File: src/rtl/core_boot_ctrl.sv
// core_boot_ctrl: sequences a core through program load and run.
// Holds the core in reset while streaming words into instruction memory
// over a valid/ready port, then releases it one cycle after the last write.
// Optional halt detection is enabled with macro CORE_BOOT_HALT_DET_EN.
// Ports: clk, rst (sync, active-low), start/abort/len (host control),
//   s_valid/s_data/s_ready (loader stream), im_wr/im_addr/im_data
//   (imem write port), core_rst (to core), instr_addr (core fetch addr),
//   busy/done/err/halted (status). All outputs are registered.
module core_boot_ctrl #(
   parameter int NBINST   = 15,
   parameter int MINSTW   = 9,
   parameter int MINSTS   = 512,
   parameter int HALT_CYC = 16
) (
   input  logic              clk,
   input  logic              rst,
   input  logic              start,
   input  logic              abort,
   input  logic [MINSTW:0]   len,
   input  logic              s_valid,
   input  logic [NBINST-1:0] s_data,
   output logic              s_ready,
   output logic              im_wr,
   output logic [MINSTW-1:0] im_addr,
   output logic [NBINST-1:0] im_data,
   output logic              core_rst,
   input  logic [MINSTW-1:0] instr_addr,
   output logic              busy,
   output logic              done,
   output logic              err,
   output logic              halted
);

   localparam int CW = MINSTW + 1;
   localparam logic [CW-1:0] MAXLEN = CW'(MINSTS);

   typedef enum logic [2:0] {
      S_IDLE,
      S_LOAD,
      S_DRAIN,
      S_RUN,
`ifdef CORE_BOOT_HALT_DET_EN
      S_HALT,
`endif
      S_ERR
   } state_t;

   state_t state, state_n;

   logic [CW-1:0]     cnt, cnt_n;
   logic [CW-1:0]     len_q, len_n;
   logic              err_n;
   logic              wr_n;
   logic [MINSTW-1:0] addr_n;
   logic [NBINST-1:0] data_n;
   logic              len_ok;
   logic              hs;
   logic              halt_hit;

   assign len_ok = (len != '0) && (len <= MAXLEN);
   // s_ready is only ever high in LOAD, so this is the true handshake
   assign hs     = s_valid & s_ready;

`ifdef CORE_BOOT_HALT_DET_EN
   localparam int HW = $clog2(HALT_CYC + 1);
   localparam logic [HW-1:0] HMAX = HW'(HALT_CYC);

   logic [MINSTW-1:0] prev_addr;
   logic [HW-1:0]     same_cnt;

   assign halt_hit = (same_cnt == HMAX);

   // Outside RUN the count is held at zero, which clears it on RUN entry
   always_ff @(posedge clk) begin
      if (!rst) begin
         prev_addr <= '0;
         same_cnt  <= '0;
      end else begin
         prev_addr <= instr_addr;
         if (state != S_RUN)
            same_cnt <= '0;
         else if (instr_addr != prev_addr)
            same_cnt <= '0;
         else if (!halt_hit)
            same_cnt <= same_cnt + 1'b1;
      end
   end
`else
   logic unused_addr;
   assign unused_addr = ^instr_addr;
   assign halt_hit    = 1'b0;
`endif

   always_comb begin
      state_n = state;
      cnt_n   = cnt;
      len_n   = len_q;
      err_n   = err;
      wr_n    = 1'b0;
      addr_n  = im_addr;
      data_n  = im_data;
      unique case (state)
         S_IDLE, S_ERR: begin
            if (abort && state == S_ERR) begin
               state_n = S_IDLE;
            end else if (start) begin
               if (len_ok) begin
                  state_n = S_LOAD;
                  cnt_n   = '0;
                  len_n   = len;
                  err_n   = 1'b0;
               end else begin
                  state_n = S_ERR;
                  err_n   = 1'b1;
               end
            end
         end
         S_LOAD: begin
            if (abort) begin
               state_n = S_IDLE;
            end else if (hs) begin
               wr_n   = 1'b1;
               addr_n = cnt[MINSTW-1:0];
               data_n = s_data;
               cnt_n  = cnt + 1'b1;
               if (cnt == len_q - 1'b1)
                  state_n = S_DRAIN;
            end
         end
         S_DRAIN: state_n = abort ? S_IDLE : S_RUN;
         S_RUN: begin
            if (abort)
               state_n = S_IDLE;
`ifdef CORE_BOOT_HALT_DET_EN
            else if (halt_hit)
               state_n = S_HALT;
`endif
         end
`ifdef CORE_BOOT_HALT_DET_EN
         S_HALT: if (abort) state_n = S_IDLE;
`endif
         default: state_n = S_IDLE;
      endcase
   end

   always_ff @(posedge clk) begin
      if (!rst) begin
         state    <= S_IDLE;
         cnt      <= '0;
         len_q    <= '0;
         err      <= 1'b0;
         s_ready  <= 1'b0;
         im_wr    <= 1'b0;
         im_addr  <= '0;
         im_data  <= '0;
         core_rst <= 1'b1;
         busy     <= 1'b0;
         done     <= 1'b0;
      end else begin
         state    <= state_n;
         cnt      <= cnt_n;
         len_q    <= len_n;
         err      <= err_n;
         s_ready  <= (state_n == S_LOAD);
         im_wr    <= wr_n;
         im_addr  <= addr_n;
         im_data  <= data_n;
         core_rst <= (state_n != S_RUN);
         busy     <= (state_n == S_LOAD) || (state_n == S_DRAIN);
         done     <= (state == S_DRAIN) && (state_n == S_RUN);
      end
   end

`ifdef CORE_BOOT_HALT_DET_EN
   always_ff @(posedge clk) begin
      if (!rst) halted <= 1'b0;
      else      halted <= (state_n == S_HALT);
   end
`else
   assign halted = 1'b0;
`endif

endmodule
File: config.mk
export PLATFORM = sky130hd
export DESIGN_NAME = core_boot_ctrl
export DESIGN_NICKNAME = d
export VERILOG_FILES = /design/src/rtl/core_boot_ctrl.sv
export SDC_FILE = /design/constraint.sdc
export NUM_CORES = 1
export LEC_CHECK = 0
export CAP_MARGIN = 20
export CORE_ASPECT_RATIO = 1.75
export CORE_MARGIN = 2
export CORE_UTILIZATION = 43
export CTS_CLUSTER_SIZE = 28
export DETAILED_ROUTE_END_ITERATION = 8
export MAX_ROUTING_LAYER = met4
export PLACE_DENSITY = 0.76
export SLEW_MARGIN = 20
export SYNTH_ARGS = -nofsm -noshare
export SYNTH_HDL_FRONTEND = slang
export SYNTH_SLANG_ARGS = --single-unit
File: constraint.sdc
create_clock -name clk -period 2.1 [get_ports clk]
set_input_delay 0.42 -clock clk [delete_from_list [all_inputs] [get_ports clk]]
set_output_delay 0.42 -clock clk [all_outputs]
set_load 0.03 [all_outputs]
### Word level (Yosys, flattened, before mapping)

Cells that the tools add are included.

* flip-flop bits (word level): 53
* bits in latches: 0
* RAM bits: 0
* ROM bits: 0
* input bits: 39
* output and inout bits: 31
* word-level logic and storage cells: 63
* memories kept: 0

* add/sub/neg operators: 2
* $mul: 0
* div/mod/pow operators: 0
* order comparisons: 1
* equal/unequal tests: 14
* shift-type cells: 0
* mux-type cells: 17
* bitwise operators: 5
* reduce and logical (&&, ||, !) cells: 13

Operator list (number)
* 2-to-1 mux 10 bit: 5
* 2-to-1 mux 3 bit: 7
* one-hot mux 10 bit (2 select lines): 1
* equality test 3 x 2 -> 1 bit (second input constant): 4
* one-hot mux 3 bit (4 select lines): 1
* adder 10 x 1 -> 10 bit (second input constant): 1
* equality test 10 bit: 1
* <= comparator 10 bit (second input constant): 1
* inequality test 2 bit (second input constant): 5
* nonzero test 10 bit: 1
* subtractor 10 x 1 -> 10 bit (second input constant): 1
* equality test 3 x 1 -> 1 bit (second input constant): 2
* AND reduction 3 bit: 2
* AND reduction 6 bit: 1
* NOT 1 bit: 4
* AND reduction 4 bit: 1
* equality test 3 bit (second input constant): 1
* logical AND 1 bit: 3
* logical NOT 3 bit: 1
* inequality test 3 x 2 -> 1 bit (second input constant): 1
* OR reduction 3 bit: 1
* 2-to-1 mux 1 bit: 2
* 2-to-1 mux 2 bit: 1
* nonzero test 2 bit: 1
* 3 further kinds: 3

### Logic depth before layout (Yosys ltp)

Gate-level depths: netlist of run 1.

* depth in word-level cells: 8
* depth in mapped cells: 7
* gate-level depth less buffers: 7

### Least setup slack after synthesis of run 1

No wires, ideal clock.

* kind: reg2reg
* start point: reg len_q[0]
* end point: reg state[1]
* library setup time: 0.060 ns
* arrival: 2.003 ns
* data required time: 2.040 ns
* path slack: 0.037 ns
* cell stages (with the launch flop): 8
* buffers on the path: 0
* clock period less this slack: 2.063 ns
* cells stage by stage: dfxtp_1 -> inv_1 -> ha_1 -> o21ba_2 -> a221o_2 -> a211o_1 -> nor4_4 -> a41o_1

* longest elaborated chain between the ends: 6

Ends and longest elaborated chain
* start: declaration: line 51 `logic [CW-1:0] len_q, len_n;`
* start signal: assignment: line 162 `len_q <= len_n;`
* subtractor 10 x 1 -> 10 bit: line 126 `if (cnt == len_q - 1'b1)`
* equality test 10 bit: line 126
* 2-to-1 mux 3 bit: line 126
* 2-to-1 mux 3 bit: line 121 `end else if (hs) begin`
* 2-to-1 mux 3 bit: line 119 `if (abort) begin`
* one-hot mux 3 bit (4 select lines): line 102 `unique case (state)`
* end signal: assignment: line 160 `state <= state_n;`
* end: declaration: line 48 `state_t state, state_n;`

Every way passes these cells.
A chain may end at the register's enable or synchronous reset.

### Worst setup path after layout of run 1

* start point: in len[6]
* end point: reg cnt[5]

* longest elaborated chain between the ends: 4
* elaborated cells between the ends (all ways): 5
* those cells by class: order compare: 1; eq/ne: 1; reduce/logical: 3

Ends and longest elaborated chain
* start: declaration: line 19 `input logic [MINSTW:0] len,`
* <= comparator 10 bit or nonzero test 10 bit (tied branches): line 60 `assign len_ok = (len != '0) && (len <= MAXLEN);`
* logical AND 1 bit (*): line 60
* inequality test 2 bit (no line) (*)
* AND reduction 6 bit (no line) (*)
* end signal: assignment: line 161 `cnt <= cnt_n;`
* end: declaration: line 50 `logic [CW-1:0] cnt, cnt_n;`

Mark *: on every way between the ends. The rest lies on a longest branch, timed or not.

==> results.toml, run 1 <==
[floorplanning]
start_util_pct = 44.5
die_y_um = 104
core_mm2 = 0.00554
die_w_um = 61.2
dieArea_mm2 = 0.00638
row_count = 36
io-pin-count = 70

[setup_path]
cp_cell_sequence = "clkdlybuf4s50_1 -> nor4_2 -> buf_4 -> buf_4 -> nand4_1 -> a31oi_2 -> buf_6 -> or4_1 -> a21oi_1"
slowest_delay_ns = 0.49
worstPathArrival_ns = 2.27
crit_top_cell = "buf_4"
slowest_stage = "clkdlybuf4s50_1"
crit_path_max_fanout = 6
crit_family = "buffers and inverters"
crit_path_end_kind = "flip-flop"
cp.required_ns = 2.35
cp-start-kind = "input port"
critical_path_buf_inv_count = 4
path_class = "input port to flip-flop"

[synthesis]
syn_area_per_cell_um2 = 8.30
synth_edf_count = 0
postSynth.asyncResetShare_pct = 0
yosysUniqueCellTypes = 50
yosysSeqAreaShare_pct = 43.0
synth_top_area_cell = "dfxtp_1"
synth_area_leaders = "dfxtp_1, nand2_1, a21oi_1, mux2i_1, nor2_1"
synth_flop_cell = "dfxtp_1"
ys_seq_elements = 53
synth_top_area_share_pct = 43.0
yosysWarningCount = 0
syn_area_mm2 = 0.00246
synth_nets = 338
netlist_instances = 297

[timing]
hold_violations = 0
fin_crit_ns = 2.02
timing.final.crit_share_pct = 96.3
maxSlewViolCount = 0
timing.fmax_mhz = 494
finalSetupViolCount = 0
fin_skew_ns = 0.00447
setup_ws_ns = 0.0774
finalSetupTns_ns = 0
rsz0062_at_grt = "false"

[finish]
syn_to_final_growth_pct = 41.1
num_antenna_cells = 0
fin_nets = 418
mostFrequentLayoutCells = "nand2_1, clkdlybuf4s50_1, dfxtp_1"
layout_commonest_cell = "nand2_1"
layout-drive-gt1-share_pct = 13.0

[grt]
grt_pass1_wl_um = 9100
grt_overflow_total = 0
grt_pass1_vias = 2155
gr-usage-all-layers_pct = 18.9
antenna_found_initial = 0
grt_start_max_net_pins = 26

[routing]
vias = 2313
ant_nets = 0
dr.pass1.iters = 4
routedWlPerCell_um = 12.2
route.detailed.drc = 0
drt-total-wl_um = 5540
drt_iter0_drc = 106
viasPerCell = 5.09

[status]
status = "finished clean"

[clock_network]
clockRootBuffer = "clkbuf_8"
clock_path_buffers = 2
cts.htree.levels = 2
numCtsBuffers = 5
postCtsSetupBuffers = 0
worst_skew_pair.late_latency_ns = 0.31
cts_tree = "done"
path_clk_slew_ns = 0.10
clkSinkCount = 53

[job]
cap_violations = 0

[min_path]
min_path_type = "input port to flip-flop"

[power_and_ir_drop]
power_density_mw_per_mm2 = 592
peakVddDrop_v = 0.000382
power.leakage_uw = 0.00130

[placement]
place_ws_ns = -0.335
place_hpwl_um = 4230
io_buffers = 59
gp_congestion = 0.809
-- kinds of logic (layout without fill, tap and decap cells) --
group                    Yosys count  after routing  synth area share [%]
multiplexers                      13             13                  5.28
AO/OA/AOI/OAI                     62             62                  15.8
adder cells (fa/ha/maj)            2              2                  1.02
buffers and inverters             25            106                  4.82
XOR/XNOR                          11             11                  3.91
other                              1              1                 0.152
AND/OR/NAND/NOR                  130            130                  25.9
flip-flops                        53             53                  43.0
-- where the power goes --
group	total (uW)	internal, uW	switching [uW]
sequential	1050	1020	23.0
clock	704	357	347
combinational	308	169	139
-- area by class of cell --
type | instances | area, um2
Sequential cell | 53 | 1060
Multi-Input combinational cell | 219 | 1300
Clock inverter | 3 | 46.3
Clock buffer | 5 | 68.8
Inverter | 9 | 33.8
Fill cell | 489 | 2060
Timing Repair Buffer | 89 | 871
Tap cell | 76 | 95.1
-- routing by layer --
metal,track usage (%),share of wire (%)
met3,3.11,2.6
met5,-,0
met1,20.2,40
met4,7.45,2.1
met2,32.9,56
-- repair_timing --
action,in CTS,in global routing
cloned,1,0
hold buffers,0,0
setup endpoints to repair,6,20
resized for setup,3,5
pin swaps,6,3
-- sequential cells by signal, summed over array words and instances, names as in the netlist, 3 cells and up --
| signal | flops |
|---|---|
| cnt | 10 |
| im_addr | 9 |
| im_data | 15 |
| len_q | 10 |
| state | 3 |
-- through the flow --
stage	util, %	hold WS [ns]	std cells	cell area [um2]	total power, uW
2_1_floorplan	-	0.452	297	2460	1230
3_3_place_gp	60.3	0.441	445	3340	1370
3_5_place_dp	60.3	0.446	445	3340	1370
4_1_cts	62.5	0.460	454	3460	2070
5_1_grt	62.8	0.452	454	3480	2150
6_report	62.8	0.402	454	3480	2060
-- tightest hold or removal path, stage by stage --
cell and delay, ns:
dlymetal6s2s_1 0.11, mux2i_1 0.08, nor2_1 0.07
-- final timing paths --
check	from	endpoint	slack (ns)	cells past startpoint
worst max-delay path	len[6]	cnt[5]	0.08	9
worst min-delay path	len[7]	len_q[7]	0.40	3
worst max register to register	len_q[0]	state[1]	0.10	7
worst min register to register	im_data[9]	im_data[9]	0.46	2
-- synthesized netlist by cell type (2+ instances only) --
master	n
and3_1	2
inv_1	8
nor4b_1	2
mux2i_1	13
xor2_1	3
nand2_1	57
o31ai_1	5
clkbuf_1	8
o211ai_1	2
buf_6	2
ha_1	2
a21oi_1	32
and2_1	3
a41o_1	2
or4_1	5
o21ai_0	2
buf_2	5
xnor2_1	8
nor4_1	2
or3_1	2
nand3_1	8
nand2b_1	7
nor3_1	9
nand4_1	2
a31oi_1	5
dfxtp_1	53
nor2_1	23
o21a_1	3
Power figures use the tool's default switching activity.
==> inputs of run 2 (changes only) <==
--- a/config.mk
+++ b/config.mk
@@ -8,11 +8,12 @@
 export CAP_MARGIN = 20
 export CORE_ASPECT_RATIO = 1.75
 export CORE_MARGIN = 2
-export CORE_UTILIZATION = 43
+export CORE_UTILIZATION = 47
 export CTS_CLUSTER_SIZE = 28
 export DETAILED_ROUTE_END_ITERATION = 8
+export GPL_ROUTABILITY_DRIVEN = 0
 export MAX_ROUTING_LAYER = met4
-export PLACE_DENSITY = 0.76
+export PLACE_DENSITY = 0.79
 export SLEW_MARGIN = 20
 export SYNTH_ARGS = -nofsm -noshare
 export SYNTH_HDL_FRONTEND = slang
==> constraint.sdc (replaced) <==
create_clock -name clk -period 2.21 [get_ports clk]
set_input_delay 0.442 -clock clk [delete_from_list [all_inputs] [get_ports clk]]
set_output_delay 0.442 -clock clk [all_outputs]
set_load 0.03 [all_outputs]
==> run 2 against run 1 <==
Effect of this change: the run now ends with design-rule violations left; largest cell class unchanged; worst hold slack better by 0.052 ns; core utilization up 5.6 points; power down 11%.
==> results.toml, run 2 (same netlist as run 1, synthesis figures left out) <==
[min_path]
hold_path_end = "len_q[8]"
min_path_type = "input port to flip-flop"
hp-start = "len[8]"
worstHoldPathCells = 3

[routing]
drt_iter0_drc = 63
ant_nets = 0
drt-total-wl_um = 5840
viasPerCell = 5.42
vias = 2321
routedWlPerCell_um = 13.6
route.detailed.drc = 7
dr.pass1.iters = 7

[floorplanning]
row_count = 34
start_util_pct = 49.1
io-pin-count = 70
die_y_um = 99.8
dieArea_mm2 = 0.00586
die_w_um = 58.7
core_mm2 = 0.00502

[clock_network]
cts.htree.levels = 2
cts_tree = "done"
path_clk_slew_ns = 0.10
clockRootBuffer = "clkbuf_8"
worst_skew_pair.late_latency_ns = 0.31
clkSinkCount = 53
numCtsBuffers = 5
postCtsHoldBufs = 0
clock_path_buffers = 2

[finish]
fin_util_pct = 68.4
layout-drive-gt1-share_pct = 13.1
final_cells = 428
fin_nets = 414
num_antenna_cells = 0
largest_register_ffs = 15
syn_to_final_growth_pct = 39.2
top_register = "im_data"
fill_cells = 420
mostFrequentLayoutCells = "nand2_1, clkdlybuf4s50_1, dfxtp_1"
reg_top3 = "im_data: 15 flops, cnt: 10 flops, len_q: 10 flops"
stdcell_area_mm2 = 0.00343

[setup_path]
crit_path_end_kind = "flip-flop"
crit_path_max_fanout = 5
path_class = "input port to flip-flop"
critical_path_buf_inv_count = 4
crit_family = "buffers and inverters"
r2r_end = "state[1]"
rrSetupSlack_ns = 0.14
cp-start-kind = "input port"
cp.required_ns = 2.46
rr_startpoint = "len_q[0]"
crit_top_cell = "buf_4"
cp_cell_sequence = "clkdlybuf4s50_1 -> nor4_2 -> buf_4 -> buf_4 -> nand4_1 -> a31oi_4 -> buf_4 -> or4_1 -> a21oi_1"
slowest_delay_ns = 0.49
r2r_cells = 7
worstPathArrival_ns = 2.35
slowest_stage = "clkdlybuf4s50_1"

[grt]
grt_pass1_wl_um = 9290
gr-usage-all-layers_pct = 20.5
antenna_found_initial = 0
grt_overflow_total = 0
grt_pass1_vias = 2158
grt_start_max_net_pins = 26

[placement]
placed_area_mm2 = 0.00327
dp.cells = 418
place_hpwl_um = 4250
place_ws_ns = -0.256
io_buffers = 59

[timing]
finalSetupViolCount = 0
setup_ws_ns = 0.106
hold_violations = 0
fin_hold_ws_ns = 0.454
fin_crit_ns = 2.10
worst_slew_pin_slew_ns = 0.653
timing.final.crit_share_pct = 95.2
relSlewSlack_pct = 56.3
timing.fmax_mhz = 475
maxSlewViolCount = 0
fin_skew_ns = 0.00824

[power_and_ir_drop]
power_density_mw_per_mm2 = 534
power.leakage_uw = 0.00128
peakVddDrop_v = 0.000590

[status]
status = "finished with violations"
violations = "design-rule violations"

[job]
cap_violations = 0
## run 2: cell count changes in the layout (fill, tap and decap cells not counted), sizes merged
cell           previous run  this run
clkinv                    2         3
clkdlybuf4s50            56        57
dlygate4sd2               1         0
buf                      30        26
bufinv                    1         0
## run 2: layer usage
layer | vias up | routed length (um) | global-route usage [%]
met3 | 13 | 176 | 2.71
li1 | 1182 | - | -
met4 | 0 | 133 | 7.87
met1 | 1075 | 2290 | 21.8
met5 | - | 0 | -
met2 | 51 | 3240 | 37.2
## run 2: cell type report
class                   count  area [um2]  area share (%)
clock inverters             3        17.5           0.510
well taps                  54        67.6            1.97
clock buffers               5        68.8            2.01
inverters                   9        33.8           0.984
repair buffers             85         845            24.6
flip-flops and latches     53        1060            30.9
multi-input cells         219        1340            39.0
## run 2: what timing repair did
action                                  in CTS  in global routing
resized for setup                            0                 15
setup buffers                                0                  1
endpoints found under the setup margin       0                 14
## run 2: per-stage QoR
stage	setup TNS, ns	total power [uW]
after detailed placement	-4.27	1300
after floorplan	0	1170
after global placement	-3.06	1300
after global routing	-0.0389	1900
after CTS	0	1830
final	0	1830
## run 2: worst max-delay path by stage
stage / from / to / slack [ns] / cells after the start
floorplan: len_q[0] / state[1] / 0.15 / 7
global placement: len[5] / cnt[5] / -0.20 / 8
detailed placement: len[5] / cnt[4] / -0.26 / 8
CTS: len_q[0] / state[1] / 0.05 / 7
global route: len[7] / cnt[5] / -0.02 / 10
finish: len[7] / cnt[4] / 0.11 / 9
## run 2: worst reg2reg max path: cells and delay by family (launching register included)
family                     cells  cell delay, ns
buffers and inverters          1            0.06
adders and majority gates      1            0.26
AOI/OAI and AO/OA              4            1.09
and+or+nand+nor                1            0.25
DFF                            1            0.36
## run 2: where the power goes
part,internal [uW],switching (uW)
clock,219,314
sequential,972,23.4
combinational,165,138
total,1360,476
==> inputs of run 3 (changes only) <==
--- a/config.mk
+++ b/config.mk
@@ -8,12 +8,11 @@
 export CAP_MARGIN = 20
 export CORE_ASPECT_RATIO = 1.75
 export CORE_MARGIN = 2
-export CORE_UTILIZATION = 47
+export CORE_UTILIZATION = 33
 export CTS_CLUSTER_SIZE = 28
 export DETAILED_ROUTE_END_ITERATION = 8
 export GPL_ROUTABILITY_DRIVEN = 0
 export MAX_ROUTING_LAYER = met4
-export PLACE_DENSITY = 0.79
 export SLEW_MARGIN = 20
 export SYNTH_ARGS = -nofsm -noshare
 export SYNTH_HDL_FRONTEND = slang
==> run 3 against run 2 <==
Effect of this change: the run now ends clean; core utilization down 20 points; worst setup slack worse by 0.035 ns; sequential power about the same; global-route usage down 5.1 points; die area up 40%; power up 12%; fmax down 1.6%; cell count up 8.6%; register-to-register slack about the same; routed wire length down 0.29%; critical endpoint is now cnt[5]; highest routed layer unchanged.
==> results.toml, run 3 (same netlist as run 1, synthesis figures left out) <==
[finish]
layout.area.seq_mm2 = 0.00106
fill_cells = 720
syn_to_final_growth_pct = 43.2
num_antenna_cells = 0
fin_nets = 419
top_register = "im_data"
layout_commonest_cell = "clkdlybuf4s50_1"
stdcell_area_mm2 = 0.00353
multi_input_area_mm2 = 0.00131
reg_top3 = "im_data: 15 flops, cnt: 10 flops, len_q: 10 flops"
largest_register_ffs = 15
fin_util_pct = 48.8
mostFrequentLayoutCells = "clkdlybuf4s50_1, nand2_1, dfxtp_1"
layout-drive-gt1-share_pct = 13.7

[placement]
place_hpwl_um = 4450
placed_area_mm2 = 0.00337
io_buffers = 59

[setup_path]
crit_top_cell = "buf_4"
slowest_stage = "or4_1"
critical_path_buf_inv_count = 3
worstPathArrival_ns = 2.37
path_class = "input port to flip-flop"
cp.required_ns = 2.44
rrSetupSlack_ns = 0.15
r2r_cells = 7
slowest_delay_ns = 0.51
crit_path_end_kind = "flip-flop"
crit_family = "buffers and inverters"
rr_startpoint = "len_q[0]"
crit_path_max_fanout = 12
r2r_end = "state[1]"
cp-start-kind = "input port"
cp_cell_sequence = "clkdlybuf4s50_1 -> nor4_2 -> buf_4 -> a31o_2 -> a31oi_1 -> buf_4 -> or4_1 -> a21oi_2"

[timing]
maxSlewViolCount = 0
timing.final.crit_share_pct = 96.8
fin_crit_ns = 2.14
worst_slew_pin_slew_ns = 0.501
timing.fmax_mhz = 468
fin_skew_ns = 0.00516
relSlewSlack_pct = 66.5
finalSetupViolCount = 0
hold_violations = 0

[routing]
viasPerCell = 4.98
ant_nets = 0
dr.pass1.iters = 4
routedWlPerCell_um = 12.5
drt_iter0_drc = 103
drt-total-wl_um = 5820
route.detailed.drc = 0
vias = 2314

[floorplanning]
io-pin-count = 70
dieArea_mm2 = 0.00820
start_util_pct = 34.1
die_y_um = 118
core_mm2 = 0.00723
die_w_um = 69.3
row_count = 41

[clock_network]
cts.htree.levels = 2
postCtsHoldBufs = 0
clock_path_buffers = 2
postCtsSetupBuffers = 0
cts_tree = "done"
clockRootBuffer = "clkbuf_16"
worst_skew_pair.late_latency_ns = 0.29
clkSinkCount = 53
path_clk_slew_ns = 0.07
numCtsBuffers = 5

[grt]
grt_start_max_net_pins = 26
grt_pass1_vias = 2210
grt_overflow_total = 0
gr-usage-all-layers_pct = 15.4
grt_pass1_wl_um = 9940
antenna_found_initial = 0

[power_and_ir_drop]
power_density_mw_per_mm2 = 581
power.leakage_uw = 0.00131
peakVddDrop_v = 0.000343

[min_path]
hold_path_end = "im_data[11]"
min_path_type = "flip-flop to flip-flop"
hp-start = "im_data[11]"
worstHoldPathCells = 2

[status]
status = "finished clean"

[job]
cap_violations = 0
run 3: worst max path at each step:
stage / start / end / slack, ns / cells after the start
final: len[6] / cnt[5] / 0.07 / 8
after global routing: len[6] / cnt[5] / -0.01 / 9
after CTS: len_q[0] / state[1] / 0.03 / 7
after detailed placement: len[5] / cnt[4] / -0.24 / 8
after global placement: len[5] / cnt[4] / -0.21 / 8
after floorplan: len_q[0] / state[1] / 0.15 / 7
run 3: final cells by class:
type / instances / area share, %
Timing Repair Buffer: 90 / 24.8
Multi-Input combinational cell: 219 / 37.1
Clock buffer: 5 / 3.54
Tap cell: 86 / 3.05
Sequential cell: 53 / 30.1
Inverter: 9 / 0.957
Clock inverter: 3 / 0.496
run 3: per-layer routing:
| metal | track usage [%] | wire, um |
|---|---|---|
| met3 | 2.90 | 186 |
| met2 | 27.8 | 3180 |
| met4 | 8.21 | 197 |
| met1 | 15.3 | 2250 |
| met5 | - | 0 |
run 3: repair_timing:
item,CTS,global route
gates resized for setup,0,6
endpoints found under the hold margin,0,0
endpoints found under the setup margin,0,12
run 3: worst min-delay path: stages, from the launching register on:
cell and delay [ns]:
dfxtp_1 0.31, nand2_1 0.05, a21oi_1 0.05
run 3: report_power, final:
group / switching, uW / total, uW / internal [uW]
Combinational: 132 / 296 / 164
Sequential: 22.2 / 995 / 972
Clock: 343 / 759 / 416
Total: 498 / 2050 / 1550
run 3: per-stage QoR:
step | worst slack [ns] | TNS, ns | std cells | total power, uW | hold WS, ns
6_report | 0.0716 | 0 | 465 | 2050 | 0.453
5_1_grt | -0.0136 | -0.0136 | 465 | 2160 | 0.473
4_1_cts | 0.0251 | 0 | 465 | 2090 | 0.456
3_5_place_dp | -0.240 | -4.13 | 457 | 1310 | 0.446
3_3_place_gp | -0.210 | -3.61 | 457 | 1310 | 0.441
2_1_floorplan | 0.147 | 0 | 297 | 1170 | 0.452
==> patch 1 (config.mk and constraints of run 3) <==
Take the reset off `im_addr` and load it in a clocked block of its own.
--- a/src/rtl/core_boot_ctrl.sv
+++ b/src/rtl/core_boot_ctrl.sv
@@ -151,7 +151,6 @@
          err      <= 1'b0;
          s_ready  <= 1'b0;
          im_wr    <= 1'b0;
-         im_addr  <= '0;
          im_data  <= '0;
          core_rst <= 1'b1;
          busy     <= 1'b0;
@@ -163,12 +162,15 @@
          err      <= err_n;
          s_ready  <= (state_n == S_LOAD);
          im_wr    <= wr_n;
-         im_addr  <= addr_n;
          im_data  <= data_n;
          core_rst <= (state_n != S_RUN);
          busy     <= (state_n == S_LOAD) || (state_n == S_DRAIN);
          done     <= (state == S_DRAIN) && (state_n == S_RUN);
       end
+   end
+
+   always_ff @(posedge clk) begin
+      im_addr <= addr_n;
    end
 
 `ifdef CORE_BOOT_HALT_DET_EN
Formal check against the unedited RTL: differs if rst is asserted again (counterexample within 4 cycles, from zero or initial values and one cycle with rst low); with rst held inactive, the same outputs for 4 cycles.
==> patch 1 against run 3 <==
Cell count decreased by 8.4%. Setup slack got worse by 0.0088 ns. Wire length decreased by 1.5%. Cell area decreased by 1.3%. Via count decreased by 9.4%. Area after synthesis decreased by 3.8%. Sequential cell count unchanged. Total power increased by 3.3%.
==> patch 1: results (changes against run 3) <==
stage;metric;value;unit;change
worst_setup_path;worstPathMaxFanout;6;;-6
placed_design;post_dp_cell_area;3250;sq um;-3.4%
hold_path;hold_path_class;flop to flop;;
synthesis;ys_seq_area_frac;0.485;;+0.0550
synthesis;netlist_top_cells_area;dfxtp_1, edfxtp_1, nand2_1;;
layout;reg.largest.list;im_data: 15 flops, cnt: 10 flops, len_q: 10 flops;;
power;p_leak;1.25;nW;-4.7%
sta;slew_headroom;0.637;;-0.0284
route;dr.pass1.iters;4;;unchanged
synthesis;synth_cell_types;49;;-2.0%
synthesis;synth_area;2370;sq um;-3.8%
synthesis;synth_nets;298;;-12%
layout;num_antenna_cells;0;;unchanged
cts;clkLatencyLatePin;0.29;ns;about the same
sta;skew;0.00420;ns;-0.000958 ns
global_routing;grt_max_degree;17;;-35%
synthesis;synth_compound_area_frac;0.124;;-0.0344
synthesis;ys_top_cells_by_count;dfxtp_1, nand2_1, nor2_1;;
cts;clock-root-buffer;clkbuf_16;;
global_routing;grt_use_total;0.163;;+0.00945
cts;h-tree-depth;2;;unchanged
cts;cts_made_buffers;5;;unchanged
cts;clk_pin_slew;0.07;ns;about the same
route;vias_per_cell;4.92;;-1.1%
outcome;outcome;finished clean;;
placed_design;dp_hpwl;4450;um;-0.18%
route;routedWlPerCell;13.5;um;+7.5%
synthesis;synth-warning-count;0;;unchanged
synthesis;synthAdderAreaFrac;0.0106;;+0.000402
route;drt_iter0_drc;81;;-21%
synthesis;async_flop_share;0;;unchanged
cts;cts.path.max_buffers;2;;unchanged
global_routing;grt_pass1_vias;2073;;-6.2%
worst_setup_path;cp.arrival;2.33;ns;-0.04 ns
synthesis;muxShareOfSynthArea;0.0422;;-0.0106
global_routing;antenna_found_initial;0;;unchanged
global_routing;grt_first_pass_wirelength;9400;um;-5.4%
placed_design;pre_cts_ws;-0.564;ns;-0.324 ns
layout;drive_gt1_frac;0.178;;+0.0412
layout;fin_nets;382;;-8.8%
placed_design;io_buffers;59;;unchanged
power;irDropWorstVdd;0.351;mV;+2.4%
synthesis;synth-xor-area-share;0.0776;;+0.0385
synthesis;synth_edf_count;9;;+9
## patch 1: report_power, final
part | switching [W] | total, W | internal [W] | leakage [nW]
registers | 0.0000220 | 0.00102 | 0.000998 | 0.442
clock network | 0.000335 | 0.000786 | 0.000451 | 0.0701
logic | 0.000146 | 0.000312 | 0.000166 | 0.738
## patch 1: logic make-up (layout without fill, tap and decap cells)
family | Yosys count | after routing
and+or+nand+nor | 109 | 109
DFF | 53 | 53
AOI/OAI and AO/OA | 42 | 42
xor gates and xnor gates | 21 | 21
buffers and inverters | 19 | 104
muxes | 10 | 10
adders and majority gates | 2 | 2
other | 1 | 1
## patch 1: final timing paths
| kind | start | to | slack [ns] | cells after the start |
|---|---|---|---|---|
| worst max-delay path | len[6] | cnt[8] | 0.06 | 8 |
| worst min-delay path | err | err | 0.44 | 2 |
| worst max register to register | len_q[1] | s_ready | 0.16 | 8 |
| worst min register to register | err | err | 0.44 | 2 |
## patch 1: critical path, stage by stage
cell     delay (ns)
buf_2          0.10
or4_4          0.57
or4_4          0.56
a31oi_4        0.21
buf_6          0.17
nor4_1         0.07
xnor2_1        0.17
nor2_1         0.05
## patch 1: layout make-up
| cell class | count | area [sq um] |
|---|---|---|
| flip-flops and latches | 53 | 1150 |
| clock buffers | 7 | 143 |
| repair buffers | 88 | 826 |
| clock inverters | 1 | 7.51 |
| fillers | 689 | 3420 |
| inverters | 8 | 30.0 |
| multi-input cells | 185 | 1220 |
| well taps | 84 | 105 |
## patch 1: metrics by stage
step	hold slack, ns	std cells
6_report	0.440	426
3_5_place_dp	0.434	417
2_1_floorplan	0.406	257
3_3_place_gp	0.430	417
5_1_grt	0.473	426
4_1_cts	0.443	426
## patch 1: layer usage
layer,part of all wire,wire [um],vias up,track usage
met4,0.033,191,0,0.0920
met5,0,0,-,-
met3,0.027,154,13,0.0270
met2,0.56,3240,39,0.281
li1,-,-,1061,-
met1,0.38,2150,983,0.172
## patch 1: repair_timing
action	4_1_cts	5_1_grt
resized for setup	25	11
cloned	0	0
pin swaps	8	7
setup buffers	1	0
hold buffers	0	0
endpoints found under the setup margin	22	21
==> patch 2 (config.mk and constraints of run 3) <==
Made on the original files. The option `CORE_BOOT_HALT_DET_EN` is turned on by a define.
--- a/src/rtl/core_boot_ctrl.sv
+++ b/src/rtl/core_boot_ctrl.sv
@@ -6,6 +6,8 @@
 //   s_valid/s_data/s_ready (loader stream), im_wr/im_addr/im_data
 //   (imem write port), core_rst (to core), instr_addr (core fetch addr),
 //   busy/done/err/halted (status). All outputs are registered.
+`define CORE_BOOT_HALT_DET_EN
+
 module core_boot_ctrl #(
    parameter int NBINST   = 15,
    parameter int MINSTW   = 9,
Check against the original RTL: no difference found for any inputs over 4 cycles, from zero or initial values and one cycle with rst low; that may be too few to reach the edited logic, so the function may still have changed.
==> patch 2 against run 3 <==
Hold slack improved by 0.00070 ns. Setup slack improved by 0.072 ns. Sequential cell count rose by 15. Cell count rose by 28%. Cell area rose by 32%. Total power rose by 61%. First-iteration DRC count rose by 11%. Combinational power rose by 52%. Wire length rose by 37%. Area after synthesis rose by 35%. Clock power rose by 100%. Sequential power rose by 31%. Critical path type unchanged. Highest routed layer unchanged.
==> patch 2: results (changes against run 3) <==
stage;metric;value;unit;change
worst_setup_path;worstPathMaxFanout;3;;-9
placed_design;pre_cts_ws;-0.231;ns;+0.00829 ns
power;irDropWorstVdd;0.567;mV;+65%
route;wl_met2;4160;um;+31%
placed_design;io_buffers;69;;+17%
synthesis;ys_seq_area_frac;0.409;;-0.0211
synthesis;synth_cell_types;54;;+8.0%
sta;skew;0.00753;ns;+0.00238 ns
synthesis;synth_top_area_frac;0.409;;-0.0211
placed_design;post_dp_cell_area;4340;sq um;+29%
route;top_layer_used;met4;;
hold_path;hold-path-endpoint;im_data[1];;
global_routing;grt_max_degree;35;;+35%
power;p_leak;1.69;nW;+29%
layout;fin_nets;507;;+21%
worst_setup_path;regToRegSetupSlack;0.25;ns;+0.10 ns
synthesis;netlist_top_cells_area;dfxtp_1, nand2_1, a21boi_0;;
worst_setup_path;r2r_start;len_q[1];;
global_routing;grt_first_pass_wirelength;13300;um;+34%
sta;slew_headroom;0.703;;+0.0374
synthesis;ys_top_cells_by_count;dfxtp_1, nand2_1, a21boi_0;;
cts;h-tree-depth;3;;+1
route;wl_met3;254;um;+37%
route;wl;7960;um;+37%
hold_path;holdCritStartpoint;im_data[1];;
outcome;outcome;finished clean;;
worst_setup_path;critPathMaxStageDelay;0.46;ns;-0.05 ns
cts;clkLatencyLatePin;0.33;ns;+0.04 ns
cts;cts_made_buffers;9;;+4
global_routing;grt_pass1_vias;2866;;+30%
route;vias_per_cell;4.90;;-1.5%
placed_design;dp_hpwl;5950;um;+33%
worst_setup_path;cpMaxStageDelayCell;clkdlybuf4s50_1;;
route;drt_iter0_drc;114;;+11%
worst_setup_path;cp.arrival;2.30;ns;-0.07 ns
synthesis;synth_nets;417;;+23%
layout;drive_gt1_frac;0.134;;-0.00287
layout;fillers;986;;+37%
==> patch 2: metrics by stage <==
stage	power (W)	hold WS, ns	instances
after floorplan	0.00158	0.472	374
after global placement	0.00177	0.441	578
after CTS	0.00335	0.454	594
final	0.00330	0.453	594
after global routing	0.00345	0.483	594
after detailed placement	0.00178	0.446	578
==> patch 2: worst max-delay path by stage <==
stage                  start       end  slack, ns  depth (start not counted)
floorplan           len_q[0]  state[1]       0.38                          8
finish                len[5]    cnt[9]       0.14                          8
CTS                   len[5]    cnt[7]       0.12                          8
global placement      len[5]    cnt[7]      -0.19                          8
detailed placement    len[5]    cnt[7]      -0.23                          8
global route          len[5]    cnt[7]       0.02                          8
==> patch 2: worst min-delay path: stages, from the launching register on <==
cell,delay [ns]
dfxtp_1,0.31
nand2_1,0.05
a21boi_1,0.05
==> patch 2: final cells by class <==
cell class | count | area (sq um) | area share
multi-input combinational | 270 | 1790 | 0.384
sequential | 68 | 1360 | 0.292
timing repair buffer | 104 | 991 | 0.213
clock buffer | 9 | 225 | 0.0483
tap | 125 | 156 | 0.0336
clock inverter | 7 | 97.6 | 0.0209
inverter | 11 | 41.3 | 0.00886
==> patch 2: repair_timing <==
item,4_1_cts,5_1_grt
buffers inserted,0,0
setup endpoints to repair,0,4
gates resized for setup,0,1
endpoints found under the hold margin,0,0
==> patch 2: cells by family after synthesis <==
family          Yosys count  share of synthesized area
simple gates            159                      0.266
mux                      12                     0.0361
xor+xnor                 25                     0.0658
flops                    68                      0.409
fa+ha+maj                 4                     0.0150
buf+inv                  36                     0.0534
compound gates           70                      0.154
==> patch 2: per-layer routing <==
metal,vias up,track usage
li1,1491,-
met1,1351,0.177
met2,58,0.279
met3,13,0.0251
met4,0,0.0772
met5,-,-
==> patch 2: power groups by stage <==
stage / clock [W] / sequential (W) / combinational [W]
2_1_floorplan: 0 / 0.00132 / 0.000259
3_3_place_gp: 0 / 0.00133 / 0.000445
3_5_place_dp: 0 / 0.00133 / 0.000450
4_1_cts: 0.00159 / 0.00130 / 0.000452
5_1_grt: 0.00165 / 0.00131 / 0.000495
6_report: 0.00155 / 0.00130 / 0.000449
